[src/rtl/slice_packer.sv]
// slice_packer: assembles a wide word from a stream of narrow slices.
// Each accepted slice lands at an auto-incrementing slot; slot 0 is the LSBs.
// Optional feature macro: SLICE_PACKER_FLUSH_EN (adds in_last / out_count so a
// word can be closed early, with unwritten upper slots reading as zero).
module slice_packer #(
    parameter  int SLICE_WIDTH      = 4,
    parameter  int SELECT_BUS_WIDTH = 3,
    localparam int WORD_WIDTH       = SLICE_WIDTH * (2 ** SELECT_BUS_WIDTH),
    localparam int IDX_WIDTH        = (SELECT_BUS_WIDTH > 0) ? SELECT_BUS_WIDTH : 1
) (
    input  logic                        clk,
    input  logic                        rst_n,
    input  logic [SLICE_WIDTH-1:0]      in_slice,
    input  logic                        in_valid,
    output logic                        in_ready,
    output logic [WORD_WIDTH-1:0]       out_word,
    output logic                        out_valid,
    input  logic                        out_ready,
`ifdef SLICE_PACKER_FLUSH_EN
    input  logic                        in_last,
    output logic [SELECT_BUS_WIDTH:0]   out_count,
`endif
    output logic [IDX_WIDTH-1:0]        fill_index
);

    localparam int NUM_SLICES  = 2 ** SELECT_BUS_WIDTH;
    localparam int COUNT_WIDTH = SELECT_BUS_WIDTH + 1;
    localparam logic [IDX_WIDTH-1:0] LAST_IDX = IDX_WIDTH'(NUM_SLICES - 1);
    localparam logic [IDX_WIDTH-1:0] IDX_ONE  = IDX_WIDTH'(1);

    localparam logic [0:0] ST_FILL = 1'b0;
    localparam logic [0:0] ST_HOLD = 1'b1;

    logic [0:0]            r_state;
    logic [IDX_WIDTH-1:0]  r_fillIndex;
    logic [WORD_WIDTH-1:0] r_outWord;
    logic                  r_outValid;
`ifdef SLICE_PACKER_FLUSH_EN
    logic [COUNT_WIDTH-1:0] r_outCount;
`endif

    logic                  w_inReady;
    logic                  w_accept;
    logic                  w_close;
    logic [WORD_WIDTH-1:0] w_nextWord;

    // In HOLD a new slice can only enter when the consumer frees the word this cycle.
    assign w_inReady = rst_n && ((r_state == ST_FILL) || out_ready);
    assign w_accept  = in_valid && w_inReady;

`ifdef SLICE_PACKER_FLUSH_EN
    assign w_close = (r_fillIndex == LAST_IDX) || in_last;
`else
    assign w_close = (r_fillIndex == LAST_IDX);
`endif

    // Merge the incoming slice into the current word; on an early close, blank the slots above it.
    always_comb begin
        w_nextWord = r_outWord;
        for (int s = 0; s < NUM_SLICES; s++) begin
            if (s == int'(r_fillIndex)) begin
                w_nextWord[s*SLICE_WIDTH +: SLICE_WIDTH] = in_slice;
            end
`ifdef SLICE_PACKER_FLUSH_EN
            else if (in_last && (s > int'(r_fillIndex))) begin
                w_nextWord[s*SLICE_WIDTH +: SLICE_WIDTH] = '0;
            end
`endif
        end
    end

    // FILL/HOLD control: accept slices, close words, release them to the consumer.
    always_ff @(posedge clk) begin
        if (!rst_n) begin
            r_state     <= ST_FILL;
            r_fillIndex <= '0;
            r_outWord   <= '0;
            r_outValid  <= 1'b0;
`ifdef SLICE_PACKER_FLUSH_EN
            r_outCount  <= '0;
`endif
        end else if (w_accept) begin
            r_outWord <= w_nextWord;
            if (w_close) begin
                r_state     <= ST_HOLD;
                r_fillIndex <= '0;
                r_outValid  <= 1'b1;
`ifdef SLICE_PACKER_FLUSH_EN
                r_outCount  <= COUNT_WIDTH'(int'(r_fillIndex) + 1);
`endif
            end else begin
                r_state     <= ST_FILL;
                r_fillIndex <= r_fillIndex + IDX_ONE;
                r_outValid  <= 1'b0;
            end
        end else if ((r_state == ST_HOLD) && out_ready) begin
            r_state    <= ST_FILL;
            r_outValid <= 1'b0;
        end
    end

    assign in_ready   = w_inReady;
    assign out_word   = r_outWord;
    assign out_valid  = r_outValid;
    assign fill_index = r_fillIndex;
`ifdef SLICE_PACKER_FLUSH_EN
    assign out_count  = r_outCount;
`endif

endmodule

[config.mk]
export PLATFORM = sky130hd
export DESIGN_NAME = slice_packer
export DESIGN_NICKNAME = d
export VERILOG_FILES = /design/src/rtl/slice_packer.sv
export SDC_FILE = /design/constraint.sdc
export NUM_CORES = 1
export LEC_CHECK = 0
export CAP_MARGIN = 25
export CORE_AREA = 8 8 67 69
export CTS_CLUSTER_DIAMETER = 60
export CTS_CLUSTER_SIZE = 8
export DETAILED_ROUTE_END_ITERATION = 10
export DIE_AREA = 0 0 75 77
export HOLD_SLACK_MARGIN = 0.1
export PLACE_DENSITY_LB_ADDON = 0.2
export SLEW_MARGIN = 10
export SYNTH_ARGS = -nofsm -noshare
export SYNTH_HDL_FRONTEND = slang
export SYNTH_SLANG_ARGS = --single-unit
[constraint.sdc]
create_clock -name clk -period 2 [get_ports clk]
set_input_delay 0.4 -clock clk [delete_from_list [all_inputs] [get_ports clk]]
set_output_delay 0.4 -clock clk [all_outputs]
set_load 0.1 [all_outputs]
==> results.py, run 1 <==
metrics = {
    "route": {
        "firstDrtPassIters": 4,
        "vias": 1211,
        "wire_per_inst_um": 14.9,
        "drt_drc_violations_left": 0,
        "viasPerCell": 4.92,
        "drt_iter0_drc": 35,
        "antenna_left": 0,
        "wirelength_um": 3670,
    },
    "timing": {
        "setup_slack_ns": 0.176,
        "final.min_clock_period_ns": 1.82,
        "min_period_over_period_pct": 91.2,
        "slew-limit-headroom_pct": 62.8,
        "setup_viol": 0,
        "skew_ns": 0.0109,
        "fmax_mhz": 548,
        "tightest_slew_ns": 0.557,
        "rsz0062_at_grt": "false",
        "finalHoldViolations": 0,
        "slew_violations": 0,
    },
    "layout": {
        "final_nets": 211,
        "fin_area_um2": 2050,
        "final_cell_mix": "41 x buf_4, 37 x nand2_1, 33 x dfxtp_1, 28 x mux2i_1, 7 x clkdlybuf4s50_1",
        "diodes": 0,
        "syn_to_final_growth_pct": 33.1,
        "layout_commonest_cell": "buf_4",
        "layout-drive-gt1-share_pct": 30.8,
    },
    "synthesis": {
        "syn_nets": 162,
        "yosysWarningCount": 0,
        "synthCells": 148,
        "synth_ff_type": "dfxtp_1",
        "avgSynthCellArea_um2": 10.4,
        "yosysTopAreaCell": "dfxtp_1",
        "synth-edff-count": 0,
        "synth.distinct_cells": 23,
        "ys_seq_elements": 36,
        "synthTopCellsByArea": "dfxtp_1 47%, mux2i_1 18%, nand2_1 9.0%",
        "synth-seq-area-share_pct": 46.9,
        "async_flop_share_pct": 0,
        "syn-cell-area_um2": 1540,
        "synth_top_area_share_pct": 46.9,
    },
    "power": {
        "leakagePower_nw": 0.844,
        "clock_power_share_pct": 34.1,
        "pwr-share-seq_pct": 50.2,
        "ir_drop_mv": 0.377,
        "p_per_area_nw_per_um2": 727,
        "combPwrFrac_pct": 15.8,
        "switchingPower_w": 0.000427,
        "p_sw_share_pct": 28.7,
        "intPower_w": 0.00106,
    },
    "placement": {
        "post-place-ws_ns": -0.0123,
        "portBuffers": 44,
        "gp_congestion": 0.737,
        "hpwl_um": 2760,
        "placed_cell_area_um2": 1970,
    },
    "die": {
        "die_w_um": 75,
        "die-area_um2": 5780,
        "io_pins": 45,
        "die_h_um": 77,
        "start_util_pct": 44.0,
        "rows": 22,
        "core_um2": 3500,
    },
    "setup_path": {
        "crit_path_top_delay_cell": "clkdlybuf4s50_1",
        "critPathMaxFanout": 8,
        "crit_buf_inv": 2,
        "crit_chain": "clkdlybuf4s50_1 > and2_1 > buf_12",
        "critPathCaptureType": "primary output",
        "crit_type": "input port to primary output",
        "critPathTopFamily": "buffers and inverters",
        "crit_arrival_ns": 1.42,
        "start_kind": "input port",
        "cp.required_ns": 1.60,
        "critical_path.max_stage_delay_ns": 0.62,
    },
    "min_path": {
        "worstHoldPathType": "register to register",
    },
    "clocking": {
        "post_cts_resize_count": 0,
        "cts_buffers": 5,
        "clkTransAtPathRegs_ns": 0.12,
        "ctsHoldBuffers": 0,
        "cts_max_level": 2,
        "cts_buffer_depth": 2,
        "clock_latency_ns": 0.34,
        "cts_tree": "yes",
        "cts_sinks": 36,
        "cts-root-buf": "clkbuf_4",
        "cts_setup_buffers": 0,
    },
    "run_status": {
        "status": "completed",
    },
    "grt": {
        "overflow": 0,
        "grt.total_usage_pct": 13.6,
        "grt_pass1_vias": 1247,
        "antenna_found_initial": 0,
        "grt_pass1_wl_um": 6110,
        "grt_max_degree": 18,
    },
    "flow_run": {
        "cap_violations": 0,
    },
}
-- tightest hold or removal path: cells and delay by family (launching register included) --
family,cells,cell delay (ns)
flip-flops,1,0.33
AND/OR/NAND/NOR,1,0.05
multiplexers,1,0.05
-- stage by stage --
stage	power (W)	setup TNS (ns)	utilization (%)	cells	hold slack (ns)
global placement	0.000995	0	56.3	238	0.446
CTS	0.00150	0	58.5	246	0.467
finish	0.00149	0	58.5	246	0.465
global route	0.00155	0	58.5	246	0.482
detailed placement	0.000999	-0.0239	56.3	238	0.450
floorplan	0.000929	-0.0245	-	148	0.628
-- sequential cells by signal, summed over array words and instances, names as in the netlist --
register / flops
fill_index: 3
out_valid: 1
out_word: 32
-- worst paths after layout --
check / from / end / slack [ns] / depth (start not counted)
setup / recovery: rst_n / in_ready / 0.18 / 3
hold / removal: out_word[9]$_SDFFE_PN0P_ / out_word[9]$_SDFFE_PN0P_ / 0.46 / 2
setup reg to reg: fill_index[2]$_SDFFE_PN0P_ / fill_index[1]$_SDFFE_PN0P_ / 0.43 / 3
hold reg to reg: out_word[9]$_SDFFE_PN0P_ / out_word[9]$_SDFFE_PN0P_ / 0.46 / 2
-- routing by layer --
metal	share of wire (%)	global-route usage [%]
met4	1.3	5.29
met5	0	0
met3	7.1	6.11
met2	49	21.5
met1	42	15.4
-- kinds of logic after synthesis --
family / after synthesis / synth area share [%]
buffers and inverters: 11 / 3.91
muxes: 28 / 18.2
adders and majority gates: 6 / 4.89
and+or+nand+nor: 53 / 20.5
AOI/OAI and AO/OA: 14 / 5.54
DFF: 36 / 46.9
-- power groups by stage --
stage | registers (W) | clock network, W | logic (W)
final | 0.000746 | 0.000507 | 0.000234
after global placement | 0.000761 | 0 | 0.000233
after detailed placement | 0.000763 | 0 | 0.000236
after global routing | 0.000749 | 0.000554 | 0.000247
after CTS | 0.000747 | 0.000521 | 0.000237
after floorplan | 0.000853 | 0 | 0.0000757
-- synth_stat cells (2+ instances only) --
cell      number
buf_1          3
buf_2          3
buf_6          2
dfxtp_1       36
ha_1           6
inv_1          3
mux2i_1       28
nand2_1       37
nand4_1        3
nor3_2         3
nor4b_4        3
o211ai_1       4
o21ai_0        5
o21ai_1        3
-- cell type report --
type | count | area (um2)
fill | 310 | 1450
tap | 48 | 60.1
timing repair buffer | 50 | 418
multi-input combinational | 101 | 756
clock inverter | 2 | 35.0
sequential | 36 | 724
inverter | 3 | 11.3
clock buffer | 6 | 41.3
(Power assumes the default switching activity.)
==> inputs of run 2 (changes only) <==
Settings changed: CORE_AREA 8 8 67 69 to 8 8 70 72, DIE_AREA 0 0 75 77 to 0 0 78 80, SLEW_MARGIN 10 to 25.
==> run 2 against run 1 <==
Clock-buffer cell count grew 1; worst hold slack worse by 0.0050 ns; via count shrank 1.2%; total power increased by 2.3%; setup slack worse by 0.034 ns; routed wire length grew 3.7%; design area grew 0.24%; global-route usage fell by 0.79 points; die area grew 8.1%; non-clock buffer count shrank 2; clock power grew 6.7%; sequential share of layout area shrank 0.087 points; critical path type unchanged.
==> results.py, run 2 (synthesized netlist as in run 1, its figures left out) <==
metrics = {
    "timing": {
        "slew-limit-headroom_pct": 63.2,
        "finalHoldViolations": 0,
        "setup_slack_ns": 0.142,
        "min_period_over_period_pct": 92.9,
        "skew_ns": 0.00740,
        "fmax_mhz": 538,
        "slew_violations": 0,
        "rsz0062_at_grt": "false",
        "setup_viol": 0,
        "final.min_clock_period_ns": 1.86,
        "tightest_slew_ns": 0.552,
    },
    "min_path": {
        "worstHoldPathType": "register to register",
        "min-delay-start": "out_word[9]$_SDFFE_PN0P_",
        "whs_path_depth": 2,
        "min_to": "out_word[9]$_SDFFE_PN0P_",
    },
    "setup_path": {
        "r2r-end": "out_word[27]$_SDFFE_PN0P_",
        "crit_path_top_delay_cell": "clkdlybuf4s50_1",
        "cp.required_ns": 1.60,
        "r2r_setup_slack_ns": 0.42,
        "crit_chain": "clkdlybuf4s50_1 > and2_1 > buf_12",
        "crit_arrival_ns": 1.46,
        "start_kind": "input port",
        "critical_path.max_stage_delay_ns": 0.63,
        "rr_worst_depth": 3,
        "critPathCaptureType": "primary output",
        "crit_type": "input port to primary output",
        "critPathMaxFanout": 8,
        "r2r-start": "fill_index[2]$_SDFFE_PN0P_",
    },
    "layout": {
        "layout_commonest_cell": "buf_4",
        "final_nets": 209,
        "largest_register_ffs": 32,
        "final_cell_mix": "39 x buf_4, 37 x nand2_1, 33 x dfxtp_1, 28 x mux2i_1, 7 x clkdlybuf4s50_1",
        "diodes": 0,
        "instances_no_fill": 246,
        "layout-drive-gt1-share_pct": 30.1,
        "syn_to_final_growth_pct": 33.5,
    },
    "run_status": {
        "status": "completed",
    },
    "route": {
        "wire_per_inst_um": 15.5,
        "vias": 1196,
        "viasPerCell": 4.86,
        "drt_iter0_drc": 63,
        "wirelength_um": 3810,
        "antenna_left": 0,
        "drt_drc_violations_left": 0,
        "firstDrtPassIters": 4,
    },
    "clocking": {
        "ctsHoldBuffers": 0,
        "cts_buffers": 5,
        "post_cts_resize_count": 0,
        "cts_setup_buffers": 0,
        "clkTransAtPathRegs_ns": 0.07,
        "cts-root-buf": "clkbuf_8",
        "clock_latency_ns": 0.29,
        "cts_tree": "yes",
        "cts_max_level": 2,
        "cts_sinks": 36,
        "cts_buffer_depth": 2,
    },
    "placement": {
        "portBuffers": 44,
        "post-place-ws_ns": 0.0295,
        "dp.cells": 238,
        "hpwl_um": 2800,
        "gp_congestion": 0.754,
    },
    "power": {
        "leakagePower_nw": 0.835,
        "ir_drop_mv": 0.463,
        "p_per_area_nw_per_um2": 742,
    },
    "flow_run": {
        "cap_violations": 0,
    },
    "die": {
        "die_w_um": 78,
        "start_util_pct": 39.8,
        "core_um2": 3860,
        "rows": 23,
        "die_h_um": 80,
        "die-area_um2": 6240,
        "io_pins": 45,
    },
    "grt": {
        "overflow": 0,
        "grt_pass1_wl_um": 6240,
        "grt_max_degree": 18,
        "grt_pass1_vias": 1218,
        "antenna_found_initial": 0,
        "grt.total_usage_pct": 12.8,
    },
}
-- run 2: changes by cell type in the layout (fill, tap and decap cells not counted) --
cell and change:
buf_4 -2, bufinv_16 -1, clkbuf_4 -5, clkbuf_8 +6
clkinv_2 -1, clkinvlp_4 +1
-- run 2: metal layers --
metal  GRT usage [%]  vias to the layer above  part of all wire [%]
li1                -                      597                     -
met1            15.0                      565                    45
met2            20.6                       26                    48
met3            3.83                        8                   4.8
met4            7.22                        0                   2.1
met5               0                        -                     0
-- run 2: worst max-delay path by stage --
stage / from / depth (start not counted) / endpoint / slack [ns]
2_1_floorplan: rst_n / 3 / in_ready / -0.02
5_1_grt: rst_n / 3 / in_ready / 0.07
4_1_cts: rst_n / 3 / in_ready / 0.13
3_5_place_dp: rst_n / 4 / out_word[12]$_SDFFE_PN0P_ / 0.03
6_report: rst_n / 3 / in_ready / 0.14
3_3_place_gp: in_valid / 4 / out_word[11]$_SDFFE_PN0P_ / 0.08
-- run 2: cell type report --
| class | count | area [um2] |
|---|---|---|
| Clock buffer | 7 | 86.3 |
| Clock inverter | 1 | 7.51 |
| Fill cell | 371 | 1810 |
| Inverter | 3 | 11.3 |
| Multi-Input combinational cell | 101 | 756 |
| Sequential cell | 36 | 724 |
| Tap cell | 50 | 62.6 |
| Timing Repair Buffer | 48 | 403 |
-- run 2: metrics by stage --
step,cell area [um2],hold slack [ns],total power [W],TNS [ns],util (%)
floorplan,1540,0.628,0.000929,-0.0245,-
global placement,1960,0.447,0.000995,0,50.7
detailed placement,1960,0.448,0.000998,0,50.7
CTS,2050,0.467,0.00153,0,53.2
global route,2050,0.482,0.00158,0,53.2
finish,2050,0.460,0.00152,0,53.2
-- run 2: power by group --
part	internal [W]	total, W	switching (W)
clock	0.000280	0.000541	0.000261
combinational	0.0000667	0.000234	0.000167
sequential	0.000731	0.000747	0.0000159
-- run 2: worst max-delay path: cells and delay by family --
kind          cells  cell delay (ns)
buf+inv           2             0.82
simple gates      1             0.24
